## config.mk

```make
export PLATFORM = sky130hd
export DESIGN_NAME = updi_target_phy
export DESIGN_NICKNAME = d
export VERILOG_FILES = /design/src/rtl/updi_target_phy.sv
export SDC_FILE = /design/constraint.sdc
export NUM_CORES = 1
export LEC_CHECK = 0
export ABC_AREA = 1
export BUFFER_PORTS_ARGS = -buffer_cell sky130_fd_sc_hd__buf_4
export CAP_MARGIN = 25
export CORE_MARGIN = 2
export CORE_UTILIZATION = 60
export CTS_BUF_LIST = sky130_fd_sc_hd__clkbuf_16
export CTS_CLUSTER_SIZE = 12
export DETAILED_ROUTE_END_ITERATION = 16
export GPL_ROUTABILITY_DRIVEN = 1
export PLACE_DENSITY = 0.93
export SYNTH_ARGS = -nofsm -noshare
export SYNTH_HDL_FRONTEND = slang
export SYNTH_SLANG_ARGS = --single-unit
```

## constraint.sdc

```tcl
create_clock -name clk -period 4.06 [get_ports clk]
set_input_delay 0.203 -clock clk [delete_from_list [all_inputs] [get_ports clk]]
set_output_delay 0.203 -clock clk [all_outputs]
set_load 0.01 [all_outputs]
```

## src/rtl/updi_target_phy.sv

```systemverilog
// updi_target_phy: target-side UPDI PHY, half-duplex 12-bit frame receiver and transmitter
module updi_target_phy #(
    parameter int CLKS_PER_BIT = 4,
    parameter int GUARD_BITS   = 2
) (
    input  logic       clk,
    input  logic       rst,
    input  logic       rx_line,
    output logic       tx_line,
    output logic       tx_oe,
    output logic [7:0] rx_data,
    output logic       rx_valid,
    output logic       rx_parity_err,
    output logic       rx_frame_err,
    output logic       break_det,
    input  logic [7:0] tx_data,
    input  logic       tx_valid,
    output logic       tx_ready,
    output logic       tx_done
);
    localparam int HALF = CLKS_PER_BIT / 2;
    localparam int CW = $clog2(CLKS_PER_BIT) + 1;
    localparam int GW = $clog2((GUARD_BITS + 1) * CLKS_PER_BIT) + 1;
    localparam logic [CW-1:0] R_HALF = CW'(HALF > 0 ? HALF - 1 : 0);
    localparam logic [CW-1:0] R_BIT = CW'(CLKS_PER_BIT - 1);
    localparam logic [GW-1:0] T_BIT = GW'(CLKS_PER_BIT - 1);
    localparam logic [GW-1:0] T_GLOAD = GW'(GUARD_BITS > 0 ? GUARD_BITS * CLKS_PER_BIT - 1 : 0);
    localparam logic [1:0] R_IDLE = 2'd0, R_START = 2'd1, R_BITS = 2'd2, R_BREAK = 2'd3;
    localparam logic [1:0] T_IDLE = 2'd0, T_GUARD = 2'd1, T_SHIFT = 2'd2;

    logic          s1_q, s2_q;
    logic [1:0]    r_q, r_d;
    logic [CW-1:0] rcnt_q, rcnt_d;
    logic [3:0]    rbit_q, rbit_d;
    logic [9:0]    rsh_q, rsh_d;
    logic [10:0]   frame;
    logic [7:0]    rx_data_q, rx_data_d;
    logic          rx_valid_q, rx_valid_d, perr_q, perr_d, ferr_q, ferr_d, brk_q, brk_d;
    logic [1:0]    t_q, t_d;
    logic [GW-1:0] tcnt_q, tcnt_d;
    logic [3:0]    tbit_q, tbit_d;
    logic [11:0]   tsh_q, tsh_d;
    logic          done_q, done_d;

    // k=11 sample joined with the ten earlier samples; bit 0 is d0
    assign frame = {s2_q, rsh_q};

    assign tx_ready      = !rst && t_q == T_IDLE && r_q == R_IDLE && s2_q;
    assign tx_oe         = t_q == T_SHIFT;
    assign tx_line       = t_q == T_SHIFT ? tsh_q[0] : 1'b1;
    assign rx_data       = rx_data_q;
    assign rx_valid      = rx_valid_q;
    assign rx_parity_err = perr_q;
    assign rx_frame_err  = ferr_q;
    assign break_det     = brk_q;
    assign tx_done       = done_q;

    // Receive FSM: mid-bit sampling, held idle while the transmitter owns the wire
    always_comb begin
        r_d        = r_q;
        rcnt_d     = rcnt_q - 1'b1;
        rbit_d     = rbit_q;
        rsh_d      = rsh_q;
        rx_data_d  = rx_data_q;
        rx_valid_d = 1'b0;
        perr_d     = perr_q;
        ferr_d     = ferr_q;
        brk_d      = 1'b0;
        case (r_q)
            R_IDLE: if (!s2_q && t_q == T_IDLE) begin
                r_d    = HALF == 0 ? R_BITS : R_START;
                rcnt_d = HALF == 0 ? R_BIT : R_HALF;
                rbit_d = 4'd1;
            end
            R_START: if (rcnt_q == '0) begin
                r_d    = s2_q ? R_IDLE : R_BITS;
                rcnt_d = R_BIT;
                rbit_d = 4'd1;
            end
            R_BITS: if (rcnt_q == '0) begin
                rsh_d  = frame[10:1];
                rcnt_d = R_BIT;
                rbit_d = rbit_q + 4'd1;
                if (rbit_q == 4'd11) begin
                    r_d = frame == '0 ? R_BREAK : R_IDLE;
                    if (frame != '0) begin
                        rx_valid_d = 1'b1;
                        rx_data_d  = frame[7:0];
                        perr_d     = ^frame[8:0];
                        ferr_d     = !(frame[9] && frame[10]);
                    end
                end
            end
            R_BREAK: if (s2_q) begin
                r_d   = R_IDLE;
                brk_d = 1'b1;
            end
            default: r_d = R_IDLE;
        endcase
    end

    // Transmit FSM: guard time, then start, data LSB-first, even parity, two stops
    always_comb begin
        t_d    = t_q;
        tcnt_d = tcnt_q - 1'b1;
        tbit_d = tbit_q;
        tsh_d  = tsh_q;
        done_d = 1'b0;
        case (t_q)
            T_IDLE: if (tx_valid && tx_ready) begin
                tsh_d  = {2'b11, ^tx_data, tx_data, 1'b0};
                t_d    = GUARD_BITS == 0 ? T_SHIFT : T_GUARD;
                tcnt_d = GUARD_BITS == 0 ? T_BIT : T_GLOAD;
                tbit_d = 4'd0;
            end
            T_GUARD: if (tcnt_q == '0) begin
                t_d    = T_SHIFT;
                tcnt_d = T_BIT;
            end
            T_SHIFT: if (tcnt_q == '0) begin
                tcnt_d = T_BIT;
                tsh_d  = {1'b1, tsh_q[11:1]};
                tbit_d = tbit_q + 4'd1;
                t_d    = tbit_q == 4'd11 ? T_IDLE : T_SHIFT;
                done_d = tbit_q == 4'd11;
            end
            default: t_d = T_IDLE;
        endcase
    end

    // State registers and line synchronizer; reset aborts any frame in flight
    always_ff @(posedge clk) begin
        if (rst) begin
            s1_q       <= 1'b1;
            s2_q       <= 1'b1;
            r_q        <= R_IDLE;
            rcnt_q     <= '0;
            rbit_q     <= '0;
            rsh_q      <= '0;
            rx_data_q  <= '0;
            rx_valid_q <= 1'b0;
            perr_q     <= 1'b0;
            ferr_q     <= 1'b0;
            brk_q      <= 1'b0;
            t_q        <= T_IDLE;
            tcnt_q     <= '0;
            tbit_q     <= '0;
            tsh_q      <= '1;
            done_q     <= 1'b0;
        end else begin
            s1_q       <= rx_line;
            s2_q       <= s1_q;
            r_q        <= r_d;
            rcnt_q     <= rcnt_d;
            rbit_q     <= rbit_d;
            rsh_q      <= rsh_d;
            rx_data_q  <= rx_data_d;
            rx_valid_q <= rx_valid_d;
            perr_q     <= perr_d;
            ferr_q     <= ferr_d;
            brk_q      <= brk_d;
            t_q        <= t_d;
            tcnt_q     <= tcnt_d;
            tbit_q     <= tbit_d;
            tsh_q      <= tsh_d;
            done_q     <= done_d;
        end
    end
endmodule

```

**After elaboration in Yosys (flattened, before gate mapping)**

Index checks and enable logic that the tools add are counted.
W data, S select, Z words.

- Register bits after elaboration: 57
- Bits of input ports: 12
- Word-level logic and storage cells: 103
- Output and inout bits: 16

- Bitwise logic cells: 6
- Equality and inequality tests: 15
- Add/subtract/negate cells: 4
- Multiplexer cells: 32
- Reduce and logical (&&, ||, !) cells: 30

Operator list:

| cell | count |
|---|---|
| $mux W12 | 2 |
| $pmux W12 S2 | 1 |
| $mux W2 | 11 |
| $mux W4 | 5 |
| $pmux W4 S3 | 1 |
| $logic_not A11 Y1 | 1 |
| $reduce_bool A11 Y1 | 1 |
| $mux W5 | 2 |
| $ne A2 B2 Y1 const B | 5 |
| $pmux W5 S2 | 1 |
| $reduce_xor A9 Y1 | 1 |
| $add A4 B1 Y4 const B | 2 |
| $eq A4 B4 Y1 const B | 2 |
| $pmux W2 S4 | 1 |
| $pmux W4 S2 | 1 |
| $reduce_and A4 Y1 | 2 |
| $reduce_xor A8 Y1 | 1 |
| $eq A2 B2 Y1 const B | 3 |
| $logic_and A1 B1 Y1 | 6 |
| $mux W3 | 2 |
| $ne A2 B1 Y1 const B | 3 |
| $not A1 Y1 | 6 |
| $pmux W2 S3 | 1 |
| $pmux W3 S2 | 1 |
| 16 further kinds | 25 |

**Longest topological paths before layout**

- Depth after elaboration: 7
- Gate-level depth with buffers: 11
- Depth with buffers taken out: 11

**Worst setup path after synthesis**

OpenSTA, ideal clock, no wires.

- Path kind: register to output
- Start: register t_q[0]
- End: output tx_line
- Data required time: 3.857 ns
- Slack: 2.568 ns
- Arrival: 1.289 ns
- Stages on the path, launching flop included: 6
- Path through: dfxtp_1 -> inv_1 -> ha_1 -> inv_1 -> clkbuf_1 -> or2_2

- Cells in the longest elaborated chain, start to end: 2

RTL lines:

| element | RTL line | text |
|---|---|---|
| from (decl) | 39 | `logic [1:0] t_q, t_d;` |
| from (signal assigned) | 162 | `t_q <= t_d;` |
| $eq A2 B2 Y1 | -- |  |
| named net tx_oe | 10 | `output logic tx_oe,` |
| $mux W1 | 50 | `assign tx_line = t_q == T_SHIFT ? tsh_q[0] : 1'b1;` |
| to (decl) | 9 | `output logic tx_line,` |

The timed path passes the listed nets, and every way through them passes these cells.

**Final worst setup path**

- Start: register t_q[0]
- End: output tx_line

- Cells in the longest elaborated chain, start to end: 2

RTL lines:

| element | RTL line |
|---|---|
| $eq A2 B2 Y1 | 50 |
| $mux W1 | 50 |

Every way passes these cells.

==> run metrics <==
actual slew at the worst max-slew pin=just over 0.6 ns; cell mode on critical path=inv_1; commonest cells after routing, fill and taps aside=nand2_1 (128), dfxtp_1 (55), inv_1 (44), nand3_1 (34), buf_4 (27); Synth Cell Area=around 3000 um^2; area leader, netlist=dfxtp_1; Die Span X=about 74 um; maximum clock frequency=455 MHz; CP peak stage delay=~0.46 ns; Power Density=517 nW/um^2; crit-path leading delay family=buffers and inverters; number of synthesized register bits=55; Ports=28; routed vias=around 2,500; outcome=complete, no violations; Placed Instances=490; WL met2=around 3 mm; Hold Path Class=in2reg; Slowest-stage cell, CP=ha_1; synthesis-to-finish area growth=12.2%; Worst-Skew Late Latency=about 0.29 ns; M1 WL=between 2 and 3 mm; WL final=5.87 mm; initial core utilization=62.1%; max-cap viol count=0; Leak=1.61 nW; buffer count from post-CTS setup fixing=0; worst-case clock buffer depth=2; Routed WL per cell=11.8 um; PortBufs=27; synth unique cells=31; Mean Syn Cell Area=7.19 um^2; initial antenna violation count=0; vias in the first global route=2,454; hold slack=between 0.09 and 0.1 ns; crit path kind=reg2out; commonest non-fill, non-tap cell in the layout=nand2_1; Data arrival, critical path=roughly 2.0 ns; warning count from the yosys run=0; ANT nets after route=0; CTS hold repair buffers=0; Final Setup Violations=0; total CTS buffers=5; GRT Total Usage=23.8%; Power, Total=1.70 mW; largest cells by area after synthesis=dfxtp_1 (38%), nand2_1 (16%), ha_1 (8.5%); clock period minus final worst setup slack=~2.2 ns; worst path cell trace=inv_1, ha_1, inv_1, or2_2, buf_4; WP data required=just under 4 ns; unrepaired setup endpoints after global routing=false; clock-pin slew on the worst setup and hold paths=approximately 0.070 ns; period utilization=between 50% and 60%; ANT cells=0; TritonCTS Sinks=55; share of layout cells above drive strength 1=between 10% and 20%; Nets=462; Mapped Nets=440; Final Util=69.6%; Max Clock Skew=between 0.004 and 0.005 ns; Rel. slew slack=between 50% and 60%; sequential area share after synthesis=a little under two fifths; maximum fanout along the worst path=14; synthesized instance count=408; CTS tree=done; DR iter-0 viols=145; Top Layer Used=met4; Fin. Hold Viols=0; vias per cell=5.09; die span in y=73.9 um; Slew Viols, Final=0; H-tree lvl count=2; first-pass GRT wire length=approximately 10 mm; setup tns final=0 ns; CP bufs+invs=3; TritonRoute pass-1 iters=4; Finished Layout Cells=between 400 and 500; post-CTS sizing=0; pin count of the biggest net entering global routing=41; root buf cell=clkbuf_16; Core Rows=25; VDD IR max=~0.32 mV; Overflow after GRT=0; dpl hpwl=4.20 mm; Die ar.=5460 um^2; met3 WL=149 um; CORE AREA=4720 um^2; type of origin of the critical path=flop; Remaining DRCs=0; Critical Path End Type=output port; RD Place Congestion=0.828; post-synth top area share=between 30 and 40%
==> power breakdown <==
group | switching [mW] | internal, mW | total [mW]
Sequential | 0.0538 | 0.623 | 0.677
Combinational | 0.367 | 0.222 | 0.589
Clock | 0.203 | 0.232 | 0.435
Total | 0.624 | 1.08 | 1.70
==> logic make-up after synthesis <==
group / after synthesis / share of synthesized area (%)
buffers and inverters: 61 / 8.92
and+or+nand+nor: 204 / 30.9
adders and majority gates: 20 / 8.53
AOI/OAI and AO/OA: 52 / 9.34
xor gates and xnor gates: 16 / 4.78
DFF: 55 / 37.5
==> area by class of cell <==
type	count	area, um^2
flip-flops and latches	55	1100
multi-input cells	292	1570
fillers	401	1430
clock buffers	5	125
well taps	67	83.8
inverters	49	184
repair buffers	27	203
clock inverters	3	22.5
==> metal layers <==
metal  up-vias  global-route usage [%]
met3         5                    4.25
met5         -                       0
met1      1170                    28.1
li1       1326                       -
met2        36                    43.9
met4         0                    6.46
==> state kept, by name (all words and copies together) (netlist names), 2 cells and up <==
signal,cells
r_q,2
rbit_q,4
rcnt_q,3
rsh_q,10
rx_data,8
t_q,2
tbit_q,4
tcnt_q,5
tsh_q,10
==> final timing paths <==
| path | startpoint | endpoint | slack [ns] | depth (start not counted) |
|---|---|---|---|---|
| worst max-delay path | t_q[0] | tx_line | 1.86 | 5 |
| worst min-delay path | rx_line | s1_q | 0.09 | 2 |
| worst max register to register | r_q[0] | rx_data[7] | 2.08 | 8 |
| worst min register to register | s1_q | s2_q | 0.41 | 1 |
==> metrics by stage <==
step	instance area (um^2)	setup WS (ns)
6_report	3290	1.86
4_1_cts	3290	1.88
5_1_grt	3290	1.71
3_5_place_dp	3140	2.10
3_3_place_gp	3140	2.21
2_1_floorplan	2930	2.57
==> synth_stat cells <==
cell type,instances
dfxtp_1,55
nor3b_1,2
nand2_4,2
o21bai_1,1
or2_2,3
nand3_1,34
buf_6,3
a21oi_1,23
buf_2,5
nor2_1,23
clkbuf_1,2
a31oi_1,3
nand4_1,1
nor4_1,1
inv_1,44
nand3b_4,1
nor3_2,2
ha_1,20
nand3b_1,2
o21ai_0,22
xor2_1,9
nand2_2,2
buf_1,1
a21oi_2,2
nor2_4,2
inv_2,5
nand2_1,128
o21ai_1,1
buf_4,1
xnor2_1,7
nand3_2,1
Note: power is estimated with default switching activity, not from simulation.
